`config.mk`:
```
export PLATFORM = sky130hd
export DESIGN_NAME = mau_action_fetch
export DESIGN_NICKNAME = d
export VERILOG_FILES = /design/src/rtl/mau_action_fetch_pkg.sv /design/src/rtl/mau_action_fetch_fifo.sv /design/src/rtl/mau_action_fetch.sv
export SDC_FILE = /design/constraint.sdc
export NUM_CORES = 1
export LEC_CHECK = 0
export CORE_MARGIN = 10
export CORE_UTILIZATION = 54
export CTS_BUF_LIST = sky130_fd_sc_hd__clkbuf_16
export DETAILED_ROUTE_END_ITERATION = 12
export GPL_TIMING_DRIVEN = 0
export PLACE_DENSITY = 0.83
export SYNTH_ARGS = -nofsm -noshare
export SYNTH_HDL_FRONTEND = slang
export SYNTH_SLANG_ARGS = --single-unit
```
`constraint.sdc`:
```
create_clock -name clk -period 6.79 [get_ports clk]
set_clock_uncertainty 0.1 [all_clocks]
set_input_delay 1.358 -clock clk [delete_from_list [all_inputs] [get_ports clk]]
set_output_delay 1.358 -clock clk [all_outputs]
set_load 0.1 [all_outputs]
```
`src/rtl/mau_action_fetch_pkg.sv`:
```
// -----------------------------------------------------------------------------
// mau_action_fetch_pkg
// Shared types and constants for the MAU action-fetch stage.
//   MAU_ACT_DATA_W   : default width of one action-parameter word
//   MAU_ACT_NULL_PTR : resolved pointer value meaning "no parameters"
//   af_meta_t        : per-lookup metadata carried alongside the SRAM read
//   af_state_e       : stage state (RUN accepts work, DRAIN discards returns)
// -----------------------------------------------------------------------------
package mau_action_fetch_pkg;

  localparam int          MAU_ACT_DATA_W   = 128;
  localparam logic [15:0] MAU_ACT_NULL_PTR = 16'hFFFF;

  typedef struct packed {
    logic        hit;
    logic [10:0] hit_idx;
    logic [15:0] action_id;
    logic        null_ptr;
  } af_meta_t;

  typedef enum logic [0:0] {
    AF_RUN   = 1'b0,
    AF_DRAIN = 1'b1
  } af_state_e;

  function automatic logic is_null_ptr(input logic [15:0] ptr);
    return ptr == MAU_ACT_NULL_PTR;
  endfunction

endpackage

```
`src/rtl/mau_action_fetch_fifo.sv`:
```
// -----------------------------------------------------------------------------
// mau_af_fifo
// Synchronous FIFO with a synchronous clear and an occupancy count.
//   clk, rst_n      : clock, asynchronous active-low reset
//   clr             : drop all entries (wins over push/pop in the same cycle)
//   push, push_data : write one entry; accepted when not full or when a pop
//                     happens in the same cycle
//   pop, pop_data   : pop_data is the head entry, removed on pop when not empty
//   empty, full     : occupancy flags
//   count           : number of stored entries (0..DEPTH)
// DEPTH must be a power of two so the pointers wrap naturally.
// -----------------------------------------------------------------------------
module mau_af_fifo #(
  parameter  int WIDTH = 8,
  parameter  int DEPTH = 4,
  localparam int AW    = $clog2(DEPTH),
  localparam int CW    = AW + 1
) (
  input  logic             clk,
  input  logic             rst_n,
  input  logic             clr,
  input  logic             push,
  input  logic [WIDTH-1:0] push_data,
  input  logic             pop,
  output logic [WIDTH-1:0] pop_data,
  output logic             empty,
  output logic             full,
  output logic [CW-1:0]    count
);

  logic [WIDTH-1:0] mem [DEPTH];
  logic [AW-1:0]    wr_ptr;
  logic [AW-1:0]    rd_ptr;
  logic             do_push;
  logic             do_pop;

  assign empty    = (count == '0);
  assign full     = (count == CW'(DEPTH));
  assign do_pop   = pop && !empty;
  // Push at full count is fine when the head leaves in the same cycle.
  assign do_push  = push && (!full || do_pop);
  assign pop_data = mem[rd_ptr];

  always_ff @(posedge clk or negedge rst_n) begin
    if (!rst_n) begin
      wr_ptr <= '0;
      rd_ptr <= '0;
      count  <= '0;
    end else if (clr) begin
      wr_ptr <= '0;
      rd_ptr <= '0;
      count  <= '0;
    end else begin
      if (do_push) wr_ptr <= wr_ptr + AW'(1);
      if (do_pop)  rd_ptr <= rd_ptr + AW'(1);
      case ({do_push, do_pop})
        2'b10:   count <= count + CW'(1);
        2'b01:   count <= count - CW'(1);
        default: count <= count;
      endcase
    end
  end

  // Storage needs no reset: entries are only observed once counted.
  always_ff @(posedge clk) begin
    if (do_push && !clr) mem[wr_ptr] <= push_data;
  end

endmodule

```
`src/rtl/mau_action_fetch.sv`:
```
// -----------------------------------------------------------------------------
// mau_action_fetch
// Sits behind mau_tcam. Resolves misses to the configured default action,
// reads action parameters from the fixed-latency action SRAM and hands
// {action_id, params} to the action engine in lookup order.
//
// Ports
//   clk, rst_n                 : core clock, asynchronous active-low reset
//   in_valid/in_ready          : lookup input handshake
//   in_hit, in_hit_idx         : TCAM hit flag and matching entry index
//   in_action_id/in_action_ptr : action id and parameter pointer on a hit
//   cfg_def_action_id/_ptr     : quasi-static default action used on a miss
//   flush                      : one-cycle pulse, discard buffered/in-flight work
//   sram_rd_en/_addr/_data     : action SRAM read port, data SRAM_LAT cycles later
//   out_valid/out_ready        : result output handshake
//   out_hit, out_hit_idx       : passed-through lookup metadata
//   out_action_id              : resolved action id
//   out_action_data            : parameter word (zero for the null pointer)
//   out_err                    : parity error on this result
//   stat_hit_cnt/stat_miss_cnt : saturating counts of accepted hits / misses
//   stat_par_err_cnt           : saturating parity-error count (parity build)
//   dbg_state                  : current stage state
//
// Handshake: a transfer happens in every cycle where valid and ready are both
// high. in_ready never depends on in_valid; out_valid never depends on
// out_ready, and an offered result stays at the head until it is taken.
//
// Build option: define MAU_AF_PARITY_EN to widen sram_rd_data by one even
// parity bit (MSB), flag mismatches on out_err and add stat_par_err_cnt.
// -----------------------------------------------------------------------------
module mau_action_fetch
  import mau_action_fetch_pkg::*;
#(
  parameter int ACT_DATA_W = MAU_ACT_DATA_W,
  parameter int ACT_ADDR_W = 10,
  parameter int SRAM_LAT   = 2,
  parameter int OUT_DEPTH  = 4
) (
  input  logic                  clk,
  input  logic                  rst_n,
  input  logic                  in_valid,
  output logic                  in_ready,
  input  logic                  in_hit,
  input  logic [10:0]           in_hit_idx,
  input  logic [15:0]           in_action_id,
  input  logic [15:0]           in_action_ptr,
  input  logic [15:0]           cfg_def_action_id,
  input  logic [15:0]           cfg_def_action_ptr,
  input  logic                  flush,
  output logic                  sram_rd_en,
  output logic [ACT_ADDR_W-1:0] sram_rd_addr,
`ifdef MAU_AF_PARITY_EN
  input  logic [ACT_DATA_W:0]   sram_rd_data,
`else
  input  logic [ACT_DATA_W-1:0] sram_rd_data,
`endif
  output logic                  out_valid,
  input  logic                  out_ready,
  output logic                  out_hit,
  output logic [10:0]           out_hit_idx,
  output logic [15:0]           out_action_id,
  output logic [ACT_DATA_W-1:0] out_action_data,
  output logic                  out_err,
  output logic [31:0]           stat_hit_cnt,
  output logic [31:0]           stat_miss_cnt,
`ifdef MAU_AF_PARITY_EN
  output logic [15:0]           stat_par_err_cnt,
`endif
  output af_state_e             dbg_state
);

  localparam int CW = $clog2(OUT_DEPTH) + 1;
  // FIFO entry: {hit, hit_idx, action_id, data, err}
  localparam int FW = 1 + 11 + 16 + ACT_DATA_W + 1;

  af_state_e state;
  logic      alive;   // low while in reset, high from the first clock after

  // Metadata pipe: stage 0 is the newest; stage SRAM_LAT-1 lines up with
  // sram_rd_data for the same lookup.
  logic [SRAM_LAT-1:0] pipe_vld;
  af_meta_t            pipe_meta [SRAM_LAT];
  af_meta_t            tail_meta;
  logic                tail_vld;

  logic [2:0]          inflight;
  logic [CW-1:0]       fifo_count;
  logic [7:0]          credit_used;
  logic                accept;
  logic [15:0]         res_id;
  logic [15:0]         res_ptr;
  logic                res_null;

  logic                fifo_push;
  logic                fifo_pop;
  logic                fifo_clr;
  logic                fifo_empty;
  logic                fifo_full;
  logic [FW-1:0]       fifo_din;
  logic [FW-1:0]       fifo_dout;
  logic [ACT_DATA_W-1:0] push_data_word;
  logic                par_err;

  logic                  h_hit;
  logic [10:0]           h_idx;
  logic [15:0]           h_id;
  logic [ACT_DATA_W-1:0] h_data;
  logic                  h_err;

  // ---------------------------------------------------------------- input side
  always_comb begin
    inflight = '0;
    for (int i = 0; i < SRAM_LAT; i++) inflight = inflight + 3'(pipe_vld[i]);
  end

  assign credit_used = 8'(inflight) + 8'(fifo_count);

  // Reads are only issued when their eventual FIFO slot is already reserved,
  // so returning data can always be written. flush blocks a same-cycle accept.
  assign in_ready = alive && (state == AF_RUN) && !flush &&
                    (credit_used < 8'(OUT_DEPTH));
  assign accept   = in_valid && in_ready;

  assign res_id   = in_hit ? in_action_id  : cfg_def_action_id;
  assign res_ptr  = in_hit ? in_action_ptr : cfg_def_action_ptr;
  assign res_null = is_null_ptr(res_ptr);

  // Null-pointer lookups still take a pipe slot to keep ordering, but skip SRAM.
  assign sram_rd_en   = accept && !res_null;
  assign sram_rd_addr = sram_rd_en ? res_ptr[ACT_ADDR_W-1:0] : '0;

  always_ff @(posedge clk or negedge rst_n) begin
    if (!rst_n) begin
      pipe_vld <= '0;
      for (int i = 0; i < SRAM_LAT; i++) pipe_meta[i] <= '0;
    end else begin
      pipe_vld[0]  <= accept;
      pipe_meta[0] <= '{hit: in_hit, hit_idx: in_hit_idx,
                        action_id: res_id, null_ptr: res_null};
      for (int i = 1; i < SRAM_LAT; i++) begin
        pipe_vld[i]  <= pipe_vld[i-1];
        pipe_meta[i] <= pipe_meta[i-1];
      end
    end
  end

  assign tail_vld  = pipe_vld[SRAM_LAT-1];
  assign tail_meta = pipe_meta[SRAM_LAT-1];

  // ------------------------------------------------------------ return side
`ifdef MAU_AF_PARITY_EN
  // Even parity: data plus parity bit must reduce to 0.
  assign par_err = !tail_meta.null_ptr && (^sram_rd_data);
`else
  assign par_err = 1'b0;
`endif

  assign push_data_word = tail_meta.null_ptr ? '0 : sram_rd_data[ACT_DATA_W-1:0];
  // Returns that land while draining (or on the flush cycle) are dropped.
  assign fifo_push = tail_vld && (state == AF_RUN) && !flush;
  assign fifo_clr  = flush && (state == AF_RUN);
  assign fifo_pop  = out_valid && out_ready;
  assign fifo_din  = {tail_meta.hit, tail_meta.hit_idx, tail_meta.action_id,
                      push_data_word, par_err};

  mau_af_fifo #(
    .WIDTH (FW),
    .DEPTH (OUT_DEPTH)
  ) u_fifo (
    .clk       (clk),
    .rst_n     (rst_n),
    .clr       (fifo_clr),
    .push      (fifo_push),
    .push_data (fifo_din),
    .pop       (fifo_pop),
    .pop_data  (fifo_dout),
    .empty     (fifo_empty),
    .full      (fifo_full),
    .count     (fifo_count)
  );

  assign out_valid = !fifo_empty;
  assign {h_hit, h_idx, h_id, h_data, h_err} = fifo_dout;

  // Result fields read as zero whenever nothing is offered.
  assign out_hit         = out_valid & h_hit;
  assign out_hit_idx     = out_valid ? h_idx  : '0;
  assign out_action_id   = out_valid ? h_id   : '0;
  assign out_action_data = out_valid ? h_data : '0;
  assign out_err         = out_valid & h_err;

  // ------------------------------------------------------------ state machine
  always_ff @(posedge clk or negedge rst_n) begin
    if (!rst_n) begin
      state <= AF_RUN;
      alive <= 1'b0;
    end else begin
      alive <= 1'b1;
      case (state)
        AF_RUN:   if (flush) state <= AF_DRAIN;
        // Leave once every outstanding read has come back and been dropped.
        AF_DRAIN: if (inflight == '0) state <= AF_RUN;
        default:  state <= AF_RUN;
      endcase
    end
  end

  assign dbg_state = state;

  // ---------------------------------------------------------------- counters
  always_ff @(posedge clk or negedge rst_n) begin
    if (!rst_n) begin
      stat_hit_cnt  <= '0;
      stat_miss_cnt <= '0;
    end else if (accept) begin
      if (in_hit && stat_hit_cnt != '1)   stat_hit_cnt  <= stat_hit_cnt + 32'd1;
      if (!in_hit && stat_miss_cnt != '1) stat_miss_cnt <= stat_miss_cnt + 32'd1;
    end
  end

`ifdef MAU_AF_PARITY_EN
  always_ff @(posedge clk or negedge rst_n) begin
    if (!rst_n) begin
      stat_par_err_cnt <= '0;
    end else if (fifo_push && par_err && stat_par_err_cnt != '1) begin
      stat_par_err_cnt <= stat_par_err_cnt + 16'd1;
    end
  end
`endif

endmodule

```
==> impl_metrics.env <==
export IMPL_status="complete, no violations"
export IMPL_grt_usage=0.2270
export IMPL_grt_busiest_layer="met2"
export IMPL_placementRows=86
export IMPL_cts_hold_buf=0
export IMPL_ant_nets=0
export IMPL_die_y_um=255.7
export IMPL_hpwl_um=49720
export IMPL_finalSetupTns_ps=0
export IMPL_drv_cap=0
export IMPL_drive_gt1_frac=0.1517
export IMPL_cts_sinks=757
export IMPL_cts_buffers=76
export IMPL_slew_violations=0
export IMPL_dp_slack_ps=249.8
export IMPL_grt_overflow=0
export IMPL_crit_path_end_kind="output port"
export IMPL_yosysSeqAreaShare=0.7359
export IMPL_cts_tree="done"
export IMPL_critPathLaunchType="primary input"
export IMPL_p_leak_uw=0.01299
export IMPL_antenna_found_initial=11
export IMPL_finalSetupViolations=0
export IMPL_rsz0062_at_grt="false"
export IMPL_grt_max_degree=99
export IMPL_power_density_nw_per_um2=449.1
export IMPL_syn_area_um2=29990
export IMPL_grt_pass1_vias=17936
export IMPL_final_util=0.6918
export IMPL_async_flop_share=0.1757
export IMPL_grtUsageMet3=0.08013
export IMPL_dr_pass1_iters=7
export IMPL_fmax_mhz=153.5
export IMPL_path_max_fanout=10
export IMPL_worst_slack_ps=277.2
export IMPL_vias=16654
export IMPL_syn_to_final_growth_pct=27.11
export IMPL_ctsResizeCount=0
export IMPL_crit_arrival_ps=5050
export IMPL_synth_warnings=0
export IMPL_vias_per_cell=5.644
export IMPL_grt_pass1_wl_um=112900
export IMPL_wl_per_cell_um=25.22
export IMPL_clk_latency_ps=610
export IMPL_crit_type="in2out"
export IMPL_synthCells=1608
export IMPL_grt_met2_usage=0.3783
export IMPL_core_um2=55090
export IMPL_post_route_period_util=0.9592
export IMPL_ys_types=58
export IMPL_synth_area_leaders="edfxtp_1 (62%), mux4_2 (12%), dfrtp_1 (11%)"
export IMPL_synth_edf_count=624
export IMPL_synthFlopType="edfxtp_1"
export IMPL_start_util=0.5443
export IMPL_drc=0
export IMPL_slew_headroom=0.2013
export IMPL_hp_class="reg2reg"
export IMPL_die_w_um=255.7
export IMPL_io_pins=444
export IMPL_yosysTopAreaCellShare=0.6249
export IMPL_cts_path_max_buffers=3
export IMPL_gr_usage_met1=0.2719
export IMPL_synth_seq_cells=757
export IMPL_cts_root_buffer="clkbuf_16"
export IMPL_worst_ep_required_time_ps=5330
export IMPL_ir_worst_vdd_mv=0.3879
export IMPL_syn_nets=1827
export IMPL_post_cts_setup_buffer_count=0
export IMPL_hold_viol=0
export IMPL_avgSynthCellArea_um2=18.65
export IMPL_synth_top_cell_by_area="edfxtp_1"
export IMPL_first_iter_violations=1234
export IMPL_cts_clk_slew_worst_paths_ps=60
export IMPL_fin_crit_ps=6513
export IMPL_portBuffers=442
export IMPL_die_area_um2=65360
export IMPL_worstMarginPinSlew_ps=1194
export IMPL_htree_levels=3
export IMPL_routabilityCongestion=0.8631
export IMPL_finalWirelength_um=74430
export IMPL_fin_nets=2357
-- Yosys cell counts (all sizes together) (9+ instances only) --
library cell / count
nand4: 31
nand2: 32
mux2: 17
xnor2: 50
nor2: 30
nor2b: 129
ha: 9
mux4: 156
edfxtp: 624
inv: 9
buf: 31
nand3: 32
xor2: 16
nor3: 12
clkbuf: 51
and2: 165
dfrtp: 133
and3: 17
-- kinds of logic after synthesis --
family,synth area share
AOI/OAI and AO/OA,0.004215
xor gates and xnor gates,0.01928
adders and majority gates,0.004423
buffers and inverters,0.01273
DFF,0.7359
muxes,0.1262
other,0.0002504
and+or+nand+nor,0.09701
-- flip-flops by register name, summed over array words and instances, names as in the netlist --
signal and count:
u_fifo.mem 624, fifo_din 28, pipe_meta 30, dbg_state 1
u_fifo.rd_ptr 2, alive 1, u_fifo.wr_ptr 2, u_fifo.count 3
pipe_vld 2, stat_hit_cnt 32, stat_miss_cnt 32
-- path summary, 6_finish.rpt --
| path | slack, ps | endpoint | cells after the start | start |
|---|---|---|---|---|
| setup reg to reg | 3620 | u_fifo.mem[1][24]$_DFFE_PP_ | 4 | dbg_state$_DFF_PN0_ |
| hold / removal | 250 | fifo_din[135]$_DFF_PN0_ | 0 | pipe_meta[36]$_DFF_PN0_ |
| max in group asynchronous | 5220 | u_fifo.wr_ptr[0]$_DFFE_PN0P_ | 2 | rst_n |
| setup / recovery | 280 | sram_rd_addr[6] | 6 | in_hit |
| hold reg to reg | 250 | fifo_din[135]$_DFF_PN0_ | 0 | pipe_meta[36]$_DFF_PN0_ |
| min in group asynchronous | 550 | pipe_meta[41]$_DFF_PN0_ | 1 | rst_n |
-- routing by layer --
| layer | part of all wire | wire length (um) |
|---|---|---|
| met1 | 0.37 | 27750 |
| met2 | 0.50 | 37370 |
| met3 | 0.096 | 7114 |
| met4 | 0.028 | 2060 |
| met5 | 0.0018 | 137 |
-- layout by cell type, fill, tap and decap left out, types with 10 or more instances in the layout --
master / Yosys / final
nor2_1: 29 / 29
and3_1: 17 / 17
clkinv_2: 0 / 13
mux4_2: 156 / 156
clkinv_1: 0 / 11
xnor2_1: 50 / 50
nor3_1: 10 / 10
nor2b_1: 129 / 129
clkbuf_1: 50 / 50
nand4_1: 31 / 31
nand2_1: 31 / 31
nand3_1: 31 / 31
edfxtp_1: 624 / 624
buf_2: 16 / 16
and2_1: 165 / 161
buf_1: 12 / 12
mux2_2: 16 / 16
dfrtp_1: 133 / 133
buf_16: 0 / 10
clkbuf_16: 0 / 79
clkdlybuf4s50_1: 0 / 441
inv_1: 9 / 27
xor2_1: 16 / 16
-- layout make-up --
type / count / area, um^2
sequential: 757 / 22070
fill: 3503 / 16980
multi-input combinational: 760 / 7548
timing repair buffer: 452 / 4701
clock buffer: 79 / 1977
tap: 748 / 935.9
clock inverter: 62 / 500.5
buffer: 82 / 347.8
inverter: 9 / 33.78
antenna: 2 / 5.005
-- power breakdown --
part           leakage, uW  switching (uW)  internal [uW]
Combinational      0.00440            5740           2070
Sequential         0.00732            66.5           5120
Clock              0.00127            1730           2390
Total               0.0130            7540           9580
-- critical path, cell delays in order --
cell and delay (ps):
clkdlybuf4s50_1 770, clkbuf_1 600, clkbuf_1 700, mux2i_1 300, nor2_1 150, clkdlybuf4s50_1 1150
-- per-stage QoR --
step                cell area (um^2)  std cells  total power, uW  hold slack [ps]
finish                         38120       2951            17120            249.5
CTS                            38110       2949            17270            250.3
global route                   38110       2950            17660            254.8
global placement               35350       2798            13090            233.4
floorplan                      29990       1608            11150            231.2
detailed placement             35630       2808            13140            235.6
(Power assumes the default switching activity.)
